## src/rtl/hazard_unit_mc_if.sv

```systemverilog
// Hazard-control bundle between the 5-stage datapath and hazard_unit_mc.
//   master : datapath side. Drives the hazard-detection inputs and receives
//            the forwarding selects and the stall/flush enables.
//   slave  : hazard unit side.
// Optional: with HAZARD_PERF_EN defined, StallCycles/FlushCycles (PERF_W
// bits each) are added to the bundle.
interface hazard_unit_mc_if #(
  parameter int NSRC = 3
`ifdef HAZARD_PERF_EN
  , parameter int PERF_W = 32
`endif
);
  logic [NSRC-1:0]   Match_E_M;
  logic [NSRC-1:0]   Match_E_W;
  logic [NSRC-1:0]   Match_D_E;
  logic              RegWriteM;
  logic              RegWriteW;
  logic              MemtoRegE;
  logic              BranchTakenE;
  logic              PCWrPendingF;
  logic              PCSrcW;
  logic              MulStartE;
  logic              MemReqM;
  logic              MemReadyM;
  logic [2*NSRC-1:0] ForwardE;
  logic              StallF, StallD, StallE, StallM;
  logic              FlushD, FlushE, FlushM, FlushW;
  logic              MulBusy;
`ifdef HAZARD_PERF_EN
  logic [PERF_W-1:0] StallCycles;
  logic [PERF_W-1:0] FlushCycles;
`endif

  modport master (
    output Match_E_M, Match_E_W, Match_D_E, RegWriteM, RegWriteW, MemtoRegE,
           BranchTakenE, PCWrPendingF, PCSrcW, MulStartE, MemReqM, MemReadyM,
    input  ForwardE, StallF, StallD, StallE, StallM,
           FlushD, FlushE, FlushM, FlushW, MulBusy
`ifdef HAZARD_PERF_EN
           , StallCycles, FlushCycles
`endif
  );

  modport slave (
    input  Match_E_M, Match_E_W, Match_D_E, RegWriteM, RegWriteW, MemtoRegE,
           BranchTakenE, PCWrPendingF, PCSrcW, MulStartE, MemReqM, MemReadyM,
    output ForwardE, StallF, StallD, StallE, StallM,
           FlushD, FlushE, FlushM, FlushW, MulBusy
`ifdef HAZARD_PERF_EN
           , StallCycles, FlushCycles
`endif
  );
endinterface

```

## src/rtl/hazard_unit_mc.sv

```systemverilog
// hazard_unit_mc : hazard controller for the 5-stage (F/D/E/M/W) core.
//   Forwarding for NSRC execute operands, load-use / branch / PC-write
//   hazards, multi-cycle multiply occupancy of E and variable-latency data
//   memory stalls. All outputs are combinational from the inputs and the
//   4-bit multiply cycle counter.
// Ports:
//   clk   : clock
//   reset : synchronous, active-high
//   hz    : hazard_unit_mc_if.slave (detection inputs, forward selects,
//           stall/flush enables, MulBusy)
// Optional feature macro: HAZARD_PERF_EN adds saturating StallCycles /
// FlushCycles counters to the bundle.

// One forwarding mux select per execute operand; M is the younger result,
// so it wins when both later stages match.
module hazard_fwd_lane (
  input  logic       matchM,
  input  logic       matchW,
  input  logic       regWriteM,
  input  logic       regWriteW,
  output logic [1:0] fwd
);
  assign fwd = (matchM & regWriteM) ? 2'b10 :
               (matchW & regWriteW) ? 2'b01 : 2'b00;
endmodule

module hazard_unit_mc #(
  parameter int NSRC    = 3,
  parameter int MUL_LAT = 3
`ifdef HAZARD_PERF_EN
  , parameter int PERF_W = 32
`endif
) (
  input logic              clk,
  input logic              reset,
  hazard_unit_mc_if.slave  hz
);
  localparam logic [3:0] MUL_LAST = 4'(MUL_LAT - 1);

  logic [3:0]            mulCnt;
  logic [NSRC-1:0][1:0]  laneFwd;
  logic                  memStall, mulBusy, ldrStall;
  logic                  stallF, stallD, stallE, stallM;
  logic                  flushD, flushE, flushM, flushW;

  for (genvar i = 0; i < NSRC; i++) begin : gLane
    hazard_fwd_lane uLane (
      .matchM    (hz.Match_E_M[i]),
      .matchW    (hz.Match_E_W[i]),
      .regWriteM (hz.RegWriteM),
      .regWriteW (hz.RegWriteW),
      .fwd       (laneFwd[i])
    );
  end

  assign memStall = hz.MemReqM & ~hz.MemReadyM;
  // The final multiply cycle is not busy: the instruction advances.
  assign mulBusy  = ~memStall & hz.MulStartE & (mulCnt != MUL_LAST);
  assign ldrStall = (|hz.Match_D_E) & hz.MemtoRegE;

  always_comb begin
    stallF = 1'b0; stallD = 1'b0; stallE = 1'b0; stallM = 1'b0;
    flushD = 1'b0; flushE = 1'b0; flushM = 1'b0; flushW = 1'b0;
    if (reset) begin
      flushD = 1'b1; flushE = 1'b1; flushM = 1'b1; flushW = 1'b1;
    end else if (memStall) begin
      // Whole pipe frozen behind M; only W drains as a bubble.
      stallF = 1'b1; stallD = 1'b1; stallE = 1'b1; stallM = 1'b1;
      flushW = 1'b1;
    end else begin
      stallF = mulBusy | ldrStall | hz.PCWrPendingF;
      stallD = mulBusy | ldrStall;
      stallE = mulBusy;
      flushM = mulBusy;
      flushE = ldrStall | hz.BranchTakenE;
      // A held D instruction must never be killed.
      flushD = (hz.PCWrPendingF | hz.PCSrcW | hz.BranchTakenE) & ~stallD;
    end
  end

  assign hz.ForwardE = reset ? '0 : laneFwd;
  assign hz.StallF   = stallF;
  assign hz.StallD   = stallD;
  assign hz.StallE   = stallE;
  assign hz.StallM   = stallM;
  assign hz.FlushD   = flushD;
  assign hz.FlushE   = flushE;
  assign hz.FlushM   = flushM;
  assign hz.FlushW   = flushW;
  assign hz.MulBusy  = reset ? 1'b0 : mulBusy;

  // Cycles the current multiply has spent in E; frozen by memory stalls.
  always_ff @(posedge clk) begin
    if (reset)                mulCnt <= '0;
    else if (memStall)        mulCnt <= mulCnt;
    else if (mulBusy)         mulCnt <= mulCnt + 4'd1;
    else                      mulCnt <= '0;
  end

`ifdef HAZARD_PERF_EN
  logic [PERF_W-1:0] stallCyc, flushCyc;

  always_ff @(posedge clk) begin
    if (reset) begin
      stallCyc <= '0;
      flushCyc <= '0;
    end else begin
      if (stallF && !(&stallCyc))            stallCyc <= stallCyc + 1'b1;
      if ((flushE | flushD) && !(&flushCyc)) flushCyc <= flushCyc + 1'b1;
    end
  end

  assign hz.StallCycles = stallCyc;
  assign hz.FlushCycles = flushCyc;
`endif
endmodule

```

## src/flat_wrapper.sv

```systemverilog
// flat-port wrapper written by rule: the top's interface ports become plain ports
module hazard_unit_mc_flat 
#(
  parameter int NSRC    = 3,
  parameter int MUL_LAT = 3

)
  (clk, reset, hz_Match_E_M, hz_Match_E_W, hz_Match_D_E, hz_RegWriteM, hz_RegWriteW, hz_MemtoRegE, hz_BranchTakenE, hz_PCWrPendingF, hz_PCSrcW, hz_MulStartE, hz_MemReqM, hz_MemReadyM, hz_ForwardE, hz_StallF, hz_StallD, hz_StallE, hz_StallM, hz_FlushD, hz_FlushE, hz_FlushM, hz_FlushW, hz_MulBusy);
  hazard_unit_mc_if #(.NSRC(NSRC)) hz_i ();
  input logic clk;
  input logic reset;
  input wire logic [$bits(hz_i.Match_E_M)-1:0] hz_Match_E_M;
  input wire logic [$bits(hz_i.Match_E_W)-1:0] hz_Match_E_W;
  input wire logic [$bits(hz_i.Match_D_E)-1:0] hz_Match_D_E;
  input wire logic [$bits(hz_i.RegWriteM)-1:0] hz_RegWriteM;
  input wire logic [$bits(hz_i.RegWriteW)-1:0] hz_RegWriteW;
  input wire logic [$bits(hz_i.MemtoRegE)-1:0] hz_MemtoRegE;
  input wire logic [$bits(hz_i.BranchTakenE)-1:0] hz_BranchTakenE;
  input wire logic [$bits(hz_i.PCWrPendingF)-1:0] hz_PCWrPendingF;
  input wire logic [$bits(hz_i.PCSrcW)-1:0] hz_PCSrcW;
  input wire logic [$bits(hz_i.MulStartE)-1:0] hz_MulStartE;
  input wire logic [$bits(hz_i.MemReqM)-1:0] hz_MemReqM;
  input wire logic [$bits(hz_i.MemReadyM)-1:0] hz_MemReadyM;
  output wire logic [$bits(hz_i.ForwardE)-1:0] hz_ForwardE;
  output wire logic [$bits(hz_i.StallF)-1:0] hz_StallF;
  output wire logic [$bits(hz_i.StallD)-1:0] hz_StallD;
  output wire logic [$bits(hz_i.StallE)-1:0] hz_StallE;
  output wire logic [$bits(hz_i.StallM)-1:0] hz_StallM;
  output wire logic [$bits(hz_i.FlushD)-1:0] hz_FlushD;
  output wire logic [$bits(hz_i.FlushE)-1:0] hz_FlushE;
  output wire logic [$bits(hz_i.FlushM)-1:0] hz_FlushM;
  output wire logic [$bits(hz_i.FlushW)-1:0] hz_FlushW;
  output wire logic [$bits(hz_i.MulBusy)-1:0] hz_MulBusy;
  assign hz_i.Match_E_M = hz_Match_E_M;
  assign hz_i.Match_E_W = hz_Match_E_W;
  assign hz_i.Match_D_E = hz_Match_D_E;
  assign hz_i.RegWriteM = hz_RegWriteM;
  assign hz_i.RegWriteW = hz_RegWriteW;
  assign hz_i.MemtoRegE = hz_MemtoRegE;
  assign hz_i.BranchTakenE = hz_BranchTakenE;
  assign hz_i.PCWrPendingF = hz_PCWrPendingF;
  assign hz_i.PCSrcW = hz_PCSrcW;
  assign hz_i.MulStartE = hz_MulStartE;
  assign hz_i.MemReqM = hz_MemReqM;
  assign hz_i.MemReadyM = hz_MemReadyM;
  assign hz_ForwardE = hz_i.ForwardE;
  assign hz_StallF = hz_i.StallF;
  assign hz_StallD = hz_i.StallD;
  assign hz_StallE = hz_i.StallE;
  assign hz_StallM = hz_i.StallM;
  assign hz_FlushD = hz_i.FlushD;
  assign hz_FlushE = hz_i.FlushE;
  assign hz_FlushM = hz_i.FlushM;
  assign hz_FlushW = hz_i.FlushW;
  assign hz_MulBusy = hz_i.MulBusy;
  hazard_unit_mc #(.NSRC(NSRC), .MUL_LAT(MUL_LAT)) u_core (.clk(clk), .reset(reset), .hz(hz_i));
endmodule
```

## config.mk

```make
export PLATFORM = sky130hd
export DESIGN_NAME = hazard_unit_mc_flat
export DESIGN_NICKNAME = d
export VERILOG_FILES = /design/src/rtl/hazard_unit_mc_if.sv /design/src/rtl/hazard_unit_mc.sv /design/src/flat_wrapper.sv
export SDC_FILE = /design/constraint.sdc
export NUM_CORES = 1
export LEC_CHECK = 0
export BUFFER_PORTS_ARGS = -buffer_cell sky130_fd_sc_hd__buf_2
export CELL_PAD_IN_SITES_DETAIL_PLACEMENT = 0
export CELL_PAD_IN_SITES_GLOBAL_PLACEMENT = 1
export CORE_MARGIN = 2
export CORE_UTILIZATION = 27
export CTS_BUF_LIST = sky130_fd_sc_hd__clkbuf_4
export CTS_CLUSTER_DIAMETER = 40
export DETAILED_ROUTE_END_ITERATION = 12
export GPL_TIMING_DRIVEN = 0
export PLACE_DENSITY_LB_ADDON = 0.15
export RECOVER_POWER = 25
export SKIP_LAST_GASP = 1
export SYNTH_ARGS = -nofsm -noshare
export SYNTH_HDL_FRONTEND = slang
export SYNTH_HIERARCHICAL = 1
export SYNTH_SLANG_ARGS = --single-unit
```

## constraint.sdc

```tcl
create_clock -name clk -period 2.3 [get_ports clk]
set_input_delay 0.345 -clock clk [delete_from_list [all_inputs] [get_ports clk]]
set_output_delay 0.345 -clock clk [all_outputs]
set_load 0.02 [all_outputs]
```

==> impl_table.tex, run 1 <==
\begin{tabular}{lr}
\hline
Metric & Value \\
\hline
\multicolumn{2}{l}{\textbf{Logic synthesis}} \\
\quad Multiplexer fraction of the synthesized cell area & 0\% \\
\quad Share of the synthesized netlist area taken by xor and xnor gates & 0\% \\
\quad Count of unique library cells instantiated by Yosys & 22 \\
\quad Synthesized-area fraction occupied by and/or/nand/nor cells & 46.43\% \\
\quad Post-Synth Adder-Cell Area & 5.952\% \\
\quad Combinational family with the most area after synthesis & simple AND/OR/NAND/NOR gates \\
\quad Top FF cell, synth & sky130\_fd\_sc\_hd\_\_dfxtp\_1 \\
\quad Share of the yosys chip area belonging to registers & 19.05\% \\
\quad Leading area contributor after synthesis & sky130\_fd\_sc\_hd\_\_dfxtp\_1 \\
\quad Synth top area cells & sky130\_fd\_sc\_hd\_\_dfxtp\_1 19\%, sky130\_fd\_sc\_hd\_\_nor2b\_1 10\%, sky130\_fd\_sc\_hd\_\_and2\_4 6.2\% \\
\quad Warning count from the yosys run & 6 \\
\quad Fraction of synthesized cell area taken by the top area cell type & 19.05\% \\
\quad Top cells by instance count after synthesis & 7 x sky130\_fd\_sc\_hd\_\_nor2b\_1, 5 x sky130\_fd\_sc\_hd\_\_inv\_1 \\
\quad Number of enable flip-flop cells after synthesis & 0 \\
\quad Summed instance area of the synthesized netlist & 420.4 um2 \\
\quad Most common cell in the netlist & sky130\_fd\_sc\_hd\_\_nor2b\_1 \\
\quad Average instance area after synthesis & 7.375 um2 \\
\quad Flip-flop and latch count after synthesis & 4 \\
\quad Synth Area in Compound Gates & 22.32\% \\
\quad Asr flop ratio synth & 0\% \\
\quad Post-synthesis instance total & 57 \\
\quad Post-synth net total & 79 \\
\multicolumn{2}{l}{\textbf{Die}} \\
\quad Horizontal die dimension & 43.46 um \\
\quad Core Area & 1489 um2 \\
\quad Overall die area & 1889 um2 \\
\quad Y dimension of the die & 43.46 um \\
\quad Starting density of the core & 28.24\% \\
\quad Number of placement rows & 14 \\
\quad I/O Pins & 35 \\
\multicolumn{2}{l}{\textbf{CTS}} \\
\quad Max Root-Sink Buffers & 2 \\
\quad CTS Hold Buffers Added & 0 \\
\quad H-tree levels & 1 \\
\quad Clock-pin slew of the registers on the worst-case setup and hold paths & 0.04 ns \\
\quad Root Driver & sky130\_fd\_sc\_hd\_\_clkbuf\_4 \\
\quad Post-CTS sizing & 0 \\
\quad Clock latency at the later pin of the worst-skew pair & 0.24 ns \\
\quad Clock tree from TritonCTS & built \\
\quad Number of clock buffers inserted by TritonCTS & 3 \\
\quad Post-CTS Setup Inserts & 0 \\
\quad Clock sink count & 4 \\
\multicolumn{2}{l}{\textbf{Pwr}} \\
\quad Power density over the cells & 407.4 nW/um2 \\
\quad Leak Pwr & 0.2995 nW \\
\quad Worst-case vdd ir drop & 164.4 uV \\
\multicolumn{2}{l}{\textbf{Global routing}} \\
\quad First-pass GRT wire length & 1683 um \\
\quad Maximum number of pins on one net before global-route repair & 11 \\
\quad Via count of the first global-routing pass & 453 \\
\quad Overall routing resource usage & 11.87\% \\
\quad Overall overflow remaining after global route & 0 \\
\quad Antenna violations before repair & 0 \\
\multicolumn{2}{l}{\textbf{Timing}} \\
\quad Sum of negative setup slack & 0 ns \\
\quad Worst Max-Slew Pin Slew & 0.4851 ns \\
\quad Final number of setup-violating endpoints & 0 \\
\quad Max-slew violation total from the final report & 0 \\
\quad Portion of the clock cycle consumed by the worst path in the final layout & 91.29\% \\
\quad Shortest period the worst path allows & 2.100 ns \\
\quad Highest clock rate & 476.3 MHz \\
\quad Hold Worst Slack & 0.4439 ns \\
\quad Count of endpoints failing hold in the final timing report & 0 \\
\quad Setup repair after global routing missed its margin & no \\
\quad Max-Slew Margin vs Limit & 67.60\% \\
\quad Setup skew after layout & 0.0005817 ns \\
\multicolumn{2}{l}{\textbf{Detailed routing}} \\
\quad DRC viols & 0 \\
\quad Met1 WL & 420 um \\
\quad Met3 routed WL & 120 um \\
\quad Total wire length & 1117 um \\
\quad Final ANT Viol Nets & 0 \\
\quad Detailed-router iteration count before antenna repair & 3 \\
\quad Iter 0 DRT Violations & 6 \\
\quad Vias & 521 \\
\quad Top routing layer in use & met3 \\
\quad Met2 wirelength from detailed routing & 577 um \\
\quad Mean routed wirelength per cell & 10.15 um \\
\quad Average via count per standard cell & 4.736 \\
\multicolumn{2}{l}{\textbf{Place}} \\
\quad Number of I/O port buffers & 34 \\
\quad Routability congestion estimate from global placement & 0.7109 \\
\quad Placed cells & 107 \\
\quad Placed wire-length estimate & 933.2 um \\
\multicolumn{2}{l}{\textbf{Setup path}} \\
\quad Chain of cells forming the critical path & inv\_1 > ha\_1 > or3b\_4 > a211oi\_4 > a21o\_1 > buf\_2 \\
\quad Crit path DAT & 1.75 ns \\
\quad Critical Path Slowest Stage Cell & sky130\_fd\_sc\_hd\_\_or3b\_4 \\
\quad Type of element launching the critical path & register \\
\quad Worst stage delay on the critical path & 0.40 ns \\
\quad Critical Setup Path Class & reg2out \\
\quad Nature of the critical path endpoint & output pin \\
\quad Peak fanout along the critical path & 4 \\
\quad CP Data Required Time & 1.96 ns \\
\multicolumn{2}{l}{\textbf{Cells and area}} \\
\quad Largest registers & u\_core/mulCnt x4 \\
\quad Fraction of final layout cells with drive strength greater than 1 & 44.68\% \\
\quad Register with the most flip-flops & u\_core/mulCnt \\
\quad Final nets & 118 \\
\quad Number of flip-flops in the largest register & 4 \\
\quad Antenna Diode Count & 0 \\
\quad Final Non-Filler Cells & 110 \\
\quad Layout overhead on the synthesized area & 49.40\% \\
\multicolumn{2}{l}{\textbf{Job}} \\
\quad Max-capacitance violation count & 0 \\
\multicolumn{2}{l}{\textbf{Min path}} \\
\quad Worst min-delay path category & in2reg \\
\multicolumn{2}{l}{\textbf{Outcome}} \\
\quad Status & finished, final reports clean \\
\hline
\end{tabular}
worst paths after layout:
| check | start | endpoint | slack, ns | cells after the start |
|---|---|---|---|---|
| hold / removal | reset | u_core/mulCnt[0] | 0.44 | 3 |
| setup reg to reg | u_core/mulCnt[0] | u_core/mulCnt[1] | 0.88 | 5 |
| setup / recovery | u_core/mulCnt[0] | hz_FlushD | 0.20 | 6 |
| hold reg to reg | u_core/mulCnt[3] | u_core/mulCnt[3] | 0.49 | 2 |
metal layers:
metal  GRT usage (%)  vias to the layer above
li1                -                      272
met1           10.61                      226
met2           22.39                       23
met3           7.917                        0
met4           1.818                        0
met5               0                        -
cells by family (layout without fill, tap and decap cells):
family	count (synthesis)	in the layout
adders and majority gates	2	2
and+or+nand+nor	32	32
DFF	4	4
AOI/OAI and AO/OA	12	12
buffers and inverters	7	44
stage by stage:
stage	power [mW]	util (%)	area [um2]	setup WS (ns)
4_1_cts	0.2611	42.52	633.1	0.1833
3_3_place_gp	0.1688	41.01	610.6	0.4464
5_1_grt	0.2750	42.18	628.1	0.08717
3_5_place_dp	0.1694	41.01	610.6	0.4438
2_1_floorplan	0.1312	-	420.4	0.5670
6_report	0.2559	42.18	628.1	0.2003
where the power goes:
part           internal, mW  switching (mW)
registers            0.0718         0.00203
logic                0.0399          0.0526
clock network        0.0585          0.0311
critical path, delay by kind of cell, from the launching register on:
kind | cells | cell delay (ns)
adders and majority gates | 1 | 0.13
AOI/OAI and AO/OA | 2 | 0.43
DFF | 1 | 0.33
and+or+nand+nor | 1 | 0.40
buffers and inverters | 2 | 0.23
layout make-up:
type / count / area, um2
multi-input cells: 46 / 314.1
clock buffers: 3 / 22.52
flip-flops and latches: 4 / 80.08
plain buffers: 2 / 7.507
repair buffers: 34 / 165.2
well taps: 16 / 20.02
fillers: 179 / 860.8
inverters: 5 / 18.77
cells in the final DEF, fill, tap and decap left out, drive strengths merged, types with 3 or more instances in the layout:
master	n
nand2	3
clkbuf	9
nor2	7
a21oi	4
inv	5
or3	4
nand2b	4
nor2b	7
and2	3
dfxtp	4
buf	30
(Power assumes the default switching activity.)
==> run 2, diff against run 1 <==
- CORE_MARGIN: 2 -> default
- CTS_BUF_LIST: sky130_fd_sc_hd__clkbuf_4 -> sky130_fd_sc_hd__clkbuf_8
==> run 2 against run 1 <==
Total power rose by 25%; register-to-register slack about the same; non-clock buffer count unchanged; die area is 9.0% lower; sequential power about the same; global-route usage is 2.5 points higher; hold slack improved by 0.033 ns; sequential cell count is the same; fmax up 0.94%; first-iteration DRC count is 50% higher; sequential share of layout area fell by 0.35 points; clock skew barely moved; critical path type unchanged; critical endpoint unchanged; largest cell class unchanged.
==> impl_table.tex, run 2 (synthesis results as in run 1) <==
\begin{tabular}{lr}
\hline
Metric & Value \\
\hline
\multicolumn{2}{l}{\textbf{Outcome}} \\
\quad Status & finished, final reports clean (unchanged) \\
\multicolumn{2}{l}{\textbf{Job}} \\
\quad Max-capacitance violation count & 0 (unchanged) \\
\multicolumn{2}{l}{\textbf{Timing}} \\
\quad Setup skew after layout & 0.0009485 ns (was 0.0005817 ns) \\
\quad Sum of negative setup slack & 0 ns (unchanged) \\
\quad Count of endpoints failing hold in the final timing report & 0 (unchanged) \\
\quad Shortest period the worst path allows & 2.080 ns (was 2.100 ns) \\
\quad Final number of setup-violating endpoints & 0 (unchanged) \\
\quad Portion of the clock cycle consumed by the worst path in the final layout & 90.45\% (was 91.29\%) \\
\quad Highest clock rate & 480.7 MHz (was 476.3 MHz) \\
\quad Worst Max-Slew Pin Slew & 0.4765 ns (was 0.4851 ns) \\
\quad Max-slew violation total from the final report & 0 (unchanged) \\
\quad Setup repair after global routing missed its margin & no (unchanged) \\
\quad Max-Slew Margin vs Limit & 68.17\% (was 67.60\%) \\
\multicolumn{2}{l}{\textbf{Detailed routing}} \\
\quad Met2 wirelength from detailed routing & 581 um (was 577 um) \\
\quad Met3 routed WL & 92 um (was 120 um) \\
\quad DRC viols & 0 (unchanged) \\
\quad Total wire length & 1118 um (was 1117 um) \\
\quad Top routing layer in use & met3 (unchanged) \\
\quad Average via count per standard cell & 4.798 (was 4.736) \\
\quad Mean routed wirelength per cell & 10.26 um (was 10.15 um) \\
\quad Met1 WL & 445 um (was 420 um) \\
\quad Detailed-router iteration count before antenna repair & 4 (was 3) \\
\quad Iter 0 DRT Violations & 9 (was 6) \\
\quad Vias & 523 (was 521) \\
\quad Final ANT Viol Nets & 0 (unchanged) \\
\multicolumn{2}{l}{\textbf{Setup path}} \\
\quad Startpoint of the lowest-slack register-to-register path & u\_core/mulCnt[0] (unchanged) \\
\quad CP Data Required Time & 1.96 ns (about the same) \\
\quad Crit path from & u\_core/mulCnt[0] (unchanged) \\
\quad Peak fanout along the critical path & 4 (unchanged) \\
\quad Type of element launching the critical path & register (unchanged) \\
\quad Worst-case register-to-register setup slack & 0.87 ns (was 0.88 ns) \\
\quad Crit path DAT & 1.74 ns (was 1.75 ns) \\
\quad CP top delay family & compound AO/OA/AOI/OAI gates (unchanged) \\
\quad Critical Setup Path Class & reg2out (unchanged) \\
\quad Critical Path Slowest Stage Cell & sky130\_fd\_sc\_hd\_\_or3b\_4 (unchanged) \\
\quad Buffers and inverters on the worst path & 2 (unchanged) \\
\quad Nature of the critical path endpoint & output pin (unchanged) \\
\quad Worst stage delay on the critical path & 0.40 ns (about the same) \\
\quad Chain of cells forming the critical path & inv\_1 > ha\_1 > or3b\_4 > a211oi\_4 > a21o\_1 > buf\_2 (unchanged) \\
\multicolumn{2}{l}{\textbf{Pwr}} \\
\quad Power density over the cells & 494.6 nW/um2 (was 407.4 nW/um2) \\
\quad Worst-case vdd ir drop & 191.9 uV (was 164.4 uV) \\
\quad Leak Pwr & 0.3074 nW (was 0.2995 nW) \\
\multicolumn{2}{l}{\textbf{CTS}} \\
\quad Clock tree from TritonCTS & built (unchanged) \\
\quad Post-CTS Setup Inserts & 0 (unchanged) \\
\quad Clock-pin slew of the registers on the worst-case setup and hold paths & 0.03 ns (was 0.04 ns) \\
\quad Number of clock buffers inserted by TritonCTS & 3 (unchanged) \\
\quad Root Driver & sky130\_fd\_sc\_hd\_\_clkbuf\_8 (was sky130\_fd\_sc\_hd\_\_clkbuf\_4) \\
\quad Max Root-Sink Buffers & 2 (unchanged) \\
\quad Clock latency at the later pin of the worst-skew pair & 0.22 ns (was 0.24 ns) \\
\quad Clock sink count & 4 (unchanged) \\
\quad H-tree levels & 1 (unchanged) \\
\quad Post-CTS sizing & 0 (unchanged) \\
\quad CTS Hold Buffers Added & 0 (unchanged) \\
\multicolumn{2}{l}{\textbf{Place}} \\
\quad Number of I/O port buffers & 34 (unchanged) \\
\quad Routability congestion estimate from global placement & 0.6802 (was 0.7109) \\
\quad Placed cells & 106 (was 107) \\
\quad Placed wire-length estimate & 902.4 um (was 933.2 um) \\
\multicolumn{2}{l}{\textbf{Cells and area}} \\
\quad Fill cell total of the finished layout & 169 (was 179) \\
\quad Number of flip-flops in the largest register & 4 (unchanged) \\
\quad Final Non-Filler Cells & 109 (was 110) \\
\quad Final nets & 118 (unchanged) \\
\quad Area of combinational cells with multiple inputs & 314.1 um2 (unchanged) \\
\quad Largest registers & u\_core/mulCnt x4 (unchanged) \\
\quad Most common cell after layout, fill and taps aside & sky130\_fd\_sc\_hd\_\_buf\_2 (unchanged) \\
\quad Antenna Diode Count & 0 (unchanged) \\
\quad Layout overhead on the synthesized area & 53.57\% (was 49.40\%) \\
\quad Area taken by flip-flops and latches & 80.08 um2 (unchanged) \\
\quad Register with the most flip-flops & u\_core/mulCnt (unchanged) \\
\quad Fraction of final layout cells with drive strength greater than 1 & 44.68\% (unchanged) \\
\quad Commonest non-fill, non-tap cells in the layout & 30 x sky130\_fd\_sc\_hd\_\_buf\_2, 7 x sky130\_fd\_sc\_hd\_\_nor2b\_1, 6 x sky130\_fd\_sc\_hd\_\_clkbuf\_1 (unchanged) \\
\multicolumn{2}{l}{\textbf{Die}} \\
\quad I/O Pins & 35 (unchanged) \\
\quad Horizontal die dimension & 41.46 um (was 43.46 um) \\
\quad Starting density of the core & 30.77\% (was 28.24\%) \\
\quad Core Area & 1366 um2 (was 1489 um2) \\
\quad Y dimension of the die & 41.46 um (was 43.46 um) \\
\quad Number of placement rows & 13 (was 14) \\
\quad Overall die area & 1719 um2 (was 1889 um2) \\
\multicolumn{2}{l}{\textbf{Min path}} \\
\quad Start point of the worst min-delay path & reset (unchanged) \\
\quad Worst min-delay path category & in2reg (unchanged) \\
\multicolumn{2}{l}{\textbf{Global routing}} \\
\quad Overall routing resource usage & 14.38\% (was 11.87\%) \\
\quad Antenna violations before repair & 0 (unchanged) \\
\quad Via count of the first global-routing pass & 482 (was 453) \\
\quad First-pass GRT wire length & 1973 um (was 1683 um) \\
\quad Overall overflow remaining after global route & 0 (unchanged) \\
\quad Maximum number of pins on one net before global-route repair & 11 (unchanged) \\
\hline
\end{tabular}
[run 2: cell type report]
| type | count | area share, % |
|---|---|---|
| inverters | 5 | 2.907 |
| plain buffers | 2 | 1.163 |
| flip-flops and latches | 4 | 12.40 |
| multi-input cells | 46 | 48.64 |
| repair buffers | 34 | 25.58 |
| clock buffers | 3 | 6.395 |
| well taps | 15 | 2.907 |
[run 2: worst paths after layout]
check | to | depth (start not counted)
setup / recovery | hz_FlushD | 6
hold reg to reg | u_core/mulCnt[3] | 2
hold / removal | u_core/mulCnt[3] | 3
setup reg to reg | u_core/mulCnt[0] | 5
[run 2: metal layers]
metal | vias to the layer above | track usage (%)
li1 | 268 | -
met3 | 0 | 4.348
met1 | 231 | 16.14
met4 | 0 | 5.806
met5 | - | 0
met2 | 24 | 25.00
[run 2: where the power goes]
part	total (mW)	internal, mW	switching [mW]
clock	0.153	0.112	0.0410
sequential	0.0738	0.0719	0.00199
combinational	0.0924	0.0400	0.0525
[run 2: worst register-to-register path, cell delays in order (launching register included)]
cell	delay, ns
sky130_fd_sc_hd__dfxtp_1	0.36
sky130_fd_sc_hd__inv_1	0.07
sky130_fd_sc_hd__ha_1	0.19
sky130_fd_sc_hd__or3b_4	0.26
sky130_fd_sc_hd__nand3_1	0.19
sky130_fd_sc_hd__o31ai_1	0.26
[run 2: through the flow]
step	area [um2]	power, mW	setup WS [ns]	utilization, %	hold WS, ns
after floorplan	420.4	0.1312	0.5670	-	0.4619
after global placement	609.3	0.1684	0.4516	44.60	0.4874
after detailed placement	609.3	0.1689	0.4412	44.60	0.4826
after CTS	650.6	0.3238	0.2099	47.62	0.4703
after global routing	645.6	0.3380	0.1145	47.25	0.4961
final	645.6	0.3193	0.2197	47.25	0.4765
==> run 3, diff against run 2 <==
- ABC_AREA: default -> 1
==> run 3 against run 2 <==
The run now ends with DRC left; synthesized area rose by 12%; register-to-register slack improved by 0.17 ns; total power is 0.63% higher; critical path depth unchanged; die area increased by 11%; non-clock buffer count is 2 lower; clock-buffer cell count unchanged; critical endpoint is now hz_StallD; largest cell class unchanged.
==> impl_table.tex, run 3 <==
\begin{tabular}{lr}
\hline
Metric & Value \\
\hline
\multicolumn{2}{l}{\textbf{Logic synthesis}} \\
\quad Share of the yosys chip area belonging to registers & 17.07\% (was 19.05\%) \\
\quad Summed instance area of the synthesized netlist & 469.2 um2 (was 420.4 um2) \\
\quad Asr flop ratio synth & 0\% (unchanged) \\
\quad Number of enable flip-flop cells after synthesis & 0 (unchanged) \\
\quad Average instance area after synthesis & 6.256 um2 (was 7.375 um2) \\
\quad Post-synthesis instance total & 75 (was 57) \\
\quad Top cells by instance count after synthesis & 22 x sky130\_fd\_sc\_hd\_\_nand2\_1, 12 x sky130\_fd\_sc\_hd\_\_inv\_1, 9 x sky130\_fd\_sc\_hd\_\_nor2\_1 (was 7 x sky130\_fd\_sc\_hd\_\_nor2b\_1, 5 x sky130\_fd\_sc\_hd\_\_inv\_1) \\
\quad Warning count from the yosys run & 6 (unchanged) \\
\quad Fraction of synthesized cell area taken by the top area cell type & 17.60\% (was 19.05\%) \\
\quad Count of unique library cells instantiated by Yosys & 20 (was 22) \\
\quad Top FF cell, synth & sky130\_fd\_sc\_hd\_\_dfxtp\_1 (unchanged) \\
\quad Synth top area cells & sky130\_fd\_sc\_hd\_\_nand2\_1 18\%, sky130\_fd\_sc\_hd\_\_dfxtp\_1 17\%, sky130\_fd\_sc\_hd\_\_inv\_1 9.6\% (was sky130\_fd\_sc\_hd\_\_dfxtp\_1 19\%, sky130\_fd\_sc\_hd\_\_nor2b\_1 10\%, sky130\_fd\_sc\_hd\_\_and2\_4 6.2\%) \\
\quad Post-synth net total & 97 (was 79) \\
\quad Most common cell in the netlist & sky130\_fd\_sc\_hd\_\_nand2\_1 (was sky130\_fd\_sc\_hd\_\_nor2b\_1) \\
\quad Leading area contributor after synthesis & sky130\_fd\_sc\_hd\_\_nand2\_1 (was sky130\_fd\_sc\_hd\_\_dfxtp\_1) \\
\quad Flip-flop and latch count after synthesis & 4 (unchanged) \\
\multicolumn{2}{l}{\textbf{Cells and area}} \\
\quad Final nets & 135 (was 118) \\
\quad Register with the most flip-flops & u\_core/mulCnt (unchanged) \\
\quad Fill cell total of the finished layout & 174 (was 169) \\
\quad Fraction of final layout cells with drive strength greater than 1 & 44.14\% (was 44.68\%) \\
\quad Antenna Diode Count & 0 (unchanged) \\
\quad Commonest non-fill, non-tap cells in the layout & 33 x sky130\_fd\_sc\_hd\_\_buf\_2, 23 x sky130\_fd\_sc\_hd\_\_nand2\_1, 12 x sky130\_fd\_sc\_hd\_\_inv\_1 (was 30 x sky130\_fd\_sc\_hd\_\_buf\_2, 7 x sky130\_fd\_sc\_hd\_\_nor2b\_1, 6 x sky130\_fd\_sc\_hd\_\_clkbuf\_1) \\
\quad Layout overhead on the synthesized area & 43.47\% (was 53.57\%) \\
\quad Number of flip-flops in the largest register & 4 (unchanged) \\
\quad Largest registers & u\_core/mulCnt x4 (unchanged) \\
\quad Most common cell after layout, fill and taps aside & sky130\_fd\_sc\_hd\_\_buf\_2 (unchanged) \\
\quad Finished Core Util & 43.18\% (was 47.25\%) \\
\multicolumn{2}{l}{\textbf{Timing}} \\
\quad Sum of negative setup slack & 0 ns (unchanged) \\
\quad Final number of setup-violating endpoints & 0 (unchanged) \\
\quad Hold Worst Slack & 0.4742 ns (was 0.4765 ns) \\
\quad Shortest period the worst path allows & 1.831 ns (was 2.080 ns) \\
\quad Portion of the clock cycle consumed by the worst path in the final layout & 79.59\% (was 90.45\%) \\
\quad Setup skew after layout & 0.0006841 ns (was 0.0009485 ns) \\
\quad Worst path setup slack after routing & 0.4695 ns (was 0.2197 ns) \\
\quad Setup repair after global routing missed its margin & no (unchanged) \\
\quad Count of endpoints failing hold in the final timing report & 0 (unchanged) \\
\quad Max-slew violation total from the final report & 0 (unchanged) \\
\quad Worst Max-Slew Pin Slew & 0.2931 ns (was 0.4765 ns) \\
\quad Max-Slew Margin vs Limit & 80.41\% (was 68.17\%) \\
\quad Highest clock rate & 546.3 MHz (was 480.7 MHz) \\
\multicolumn{2}{l}{\textbf{Place}} \\
\quad Number of I/O port buffers & 33 (was 34) \\
\quad Placed wire-length estimate & 869.4 um (was 902.4 um) \\
\quad Routability congestion estimate from global placement & 0.6747 (was 0.6802) \\
\quad Place WS & 0.8175 ns (was 0.4412 ns) \\
\multicolumn{2}{l}{\textbf{CTS}} \\
\quad Max Root-Sink Buffers & 2 (unchanged) \\
\quad Number of clock buffers inserted by TritonCTS & 3 (unchanged) \\
\quad Post-CTS sizing & 0 (unchanged) \\
\quad Clock sink count & 4 (unchanged) \\
\quad Clock latency at the later pin of the worst-skew pair & 0.21 ns (was 0.22 ns) \\
\quad H-tree levels & 1 (unchanged) \\
\quad Post-CTS Setup Inserts & 0 (unchanged) \\
\quad Root Driver & sky130\_fd\_sc\_hd\_\_clkbuf\_8 (unchanged) \\
\quad Clock tree from TritonCTS & built (unchanged) \\
\quad CTS Hold Buffers Added & 0 (unchanged) \\
\quad Clock-pin slew of the registers on the worst-case setup and hold paths & 0.03 ns (about the same) \\
\multicolumn{2}{l}{\textbf{Detailed routing}} \\
\quad Detailed-router iteration count before antenna repair & 8 (was 4) \\
\quad Mean routed wirelength per cell & 8.244 um (was 10.26 um) \\
\quad Vias & 544 (was 523) \\
\quad DRC viols & 3 (was 0) \\
\quad Iter 0 DRT Violations & 8 (was 9) \\
\quad Total wire length & 1047 um (was 1118 um) \\
\quad Average via count per standard cell & 4.283 (was 4.798) \\
\quad Final ANT Viol Nets & 0 (unchanged) \\
\multicolumn{2}{l}{\textbf{Setup path}} \\
\quad Critical Setup Path Class & reg2out (unchanged) \\
\quad Buffers and inverters on the worst path & 2 (unchanged) \\
\quad Worst stage delay on the critical path & 0.37 ns (was 0.40 ns) \\
\quad CP top delay family & simple AND/OR/NAND/NOR gates (was compound AO/OA/AOI/OAI gates) \\
\quad Crit path DAT & 1.49 ns (was 1.74 ns) \\
\quad Critical Path Slowest Stage Cell & sky130\_fd\_sc\_hd\_\_dfxtp\_1 (was sky130\_fd\_sc\_hd\_\_or3b\_4) \\
\quad Most numerous cell on the critical path & sky130\_fd\_sc\_hd\_\_nand3\_1 \\
\quad Nature of the critical path endpoint & output pin (unchanged) \\
\quad Chain of cells forming the critical path & inv\_1 > ha\_1 > nand2\_1 > nand3\_1 > nand3\_1 > buf\_2 (was inv\_1 > ha\_1 > or3b\_4 > a211oi\_4 > a21o\_1 > buf\_2) \\
\quad CP Data Required Time & 1.96 ns (about the same) \\
\quad Type of element launching the critical path & register (unchanged) \\
\quad Peak fanout along the critical path & 7 (was 4) \\
\multicolumn{2}{l}{\textbf{Min path}} \\
\quad Worst min-delay path category & in2reg (unchanged) \\
\multicolumn{2}{l}{\textbf{Global routing}} \\
\quad First-pass GRT wire length & 1966 um (was 1973 um) \\
\quad Overall routing resource usage & 13.54\% (was 14.38\%) \\
\quad Antenna violations before repair & 0 (unchanged) \\
\quad Overall overflow remaining after global route & 0 (unchanged) \\
\quad Via count of the first global-routing pass & 498 (was 482) \\
\quad Maximum number of pins on one net before global-route repair & 9 (was 11) \\
\multicolumn{2}{l}{\textbf{Die}} \\
\quad Starting density of the core & 30.10\% (was 30.77\%) \\
\quad Overall die area & 1908 um2 (was 1719 um2) \\
\quad I/O Pins & 35 (unchanged) \\
\quad Core Area & 1559 um2 (was 1366 um2) \\
\quad Y dimension of the die & 43.69 um (was 41.46 um) \\
\quad Number of placement rows & 14 (was 13) \\
\quad Horizontal die dimension & 43.69 um (was 41.46 um) \\
\multicolumn{2}{l}{\textbf{Pwr}} \\
\quad Internal power & 0.2226 mW (was 0.2239 mW) \\
\quad Clock network fraction of total power & 45.4\% (was 47.9\%) \\
\quad Leak Pwr & 0.4042 nW (was 0.3074 nW) \\
\quad Power density over the cells & 477.4 nW/um2 (was 494.6 nW/um2) \\
\quad Worst-case vdd ir drop & 197.3 uV (was 191.9 uV) \\
\quad Sequential Power Share & 23.4\% (was 23.1\%) \\
\quad Part of the power in combinational logic & 31.2\% (was 28.9\%) \\
\quad Total Power & 0.3213 mW (was 0.3193 mW) \\
\quad Switching part of the total & 30.73\% (was 29.90\%) \\
\quad Power spent charging and discharging nets & 0.09874 mW (was 0.09548 mW) \\
\multicolumn{2}{l}{\textbf{Outcome}} \\
\quad Status & finished, violations left (was finished, final reports clean) \\
\quad Violated checks & DRC \\
\multicolumn{2}{l}{\textbf{Job}} \\
\quad Max-capacitance violation count & 0 (unchanged) \\
\hline
\end{tabular}
-- run 3: changes by cell type after synthesis, sizes merged, moves of 2 or more --
cell,before,now
nor2,7,13
o31ai,2,0
nand2b,4,0
a21oi,4,2
nor2b,7,0
clkbuf,2,0
inv,5,17
o32ai,2,0
or3,4,0
nand2,3,24
o21ai,1,3
and2,3,0
nand4,0,3
-- run 3: cell type report --
cell class | count | area (um2) | share of cell area (%)
Buffer | 1 | 11.26 | 1.673
Clock buffer | 3 | 41.29 | 6.134
Inverter | 17 | 63.81 | 9.480
Multi-Input combinational cell | 53 | 291.5 | 43.31
Sequential cell | 4 | 80.08 | 11.90
Tap cell | 16 | 20.02 | 2.974
Timing Repair Buffer | 33 | 165.2 | 24.54
-- run 3: metrics by stage --
step           area (um2)  cells
5_1_grt             673.1    127
3_3_place_gp        654.4    124
6_report            673.1    127
2_1_floorplan       469.2     75
3_5_place_dp        654.4    124
4_1_cts             695.7    127
-- run 3: logic make-up after synthesis --
kind of cell | after synthesis | share of synthesized area, %
AOI/OAI and AO/OA | 7 | 13.07
xor gates and xnor gates | 1 | 1.867
adders and majority gates | 2 | 5.332
buffers and inverters | 18 | 16.00
DFF | 4 | 17.07
and+or+nand+nor | 43 | 46.67
-- run 3: worst paths after layout --
check | slack [ns] | cells past startpoint | from | to
worst max-delay path | 0.47 | 6 | u_core/mulCnt[0] | hz_StallD
worst min-delay path | 0.47 | 4 | reset | u_core/mulCnt[2]
worst max register to register | 1.04 | 5 | u_core/mulCnt[0] | u_core/mulCnt[1]
worst min register to register | 0.52 | 2 | u_core/mulCnt[3] | u_core/mulCnt[3]
-- run 3: power by group through the flow --
stage | combinational, mW | clock (mW) | sequential, mW
final | 0.100 | 0.146 | 0.0751
after CTS | 0.106 | 0.149 | 0.0751
after floorplan | 0.0682 | 0 | 0.0755
after detailed placement | 0.106 | 0 | 0.0761
after global routing | 0.113 | 0.152 | 0.0754
after global placement | 0.105 | 0 | 0.0762
-- run 3: per-layer routing --
layer	vias up	routed length, um	global-route usage, %
met5	-	0	0
met2	23	473	22.99
met4	0	0	3.750
met1	218	481	16.12
li1	303	-	-
met3	0	91	4.583
-- run 3: worst min-delay path: stages --
cell and delay, ns:
sky130_fd_sc_hd__buf_6 0.12, sky130_fd_sc_hd__nor2_8 0.06, sky130_fd_sc_hd__nand2_1 0.06, sky130_fd_sc_hd__o21ai_2 0.04
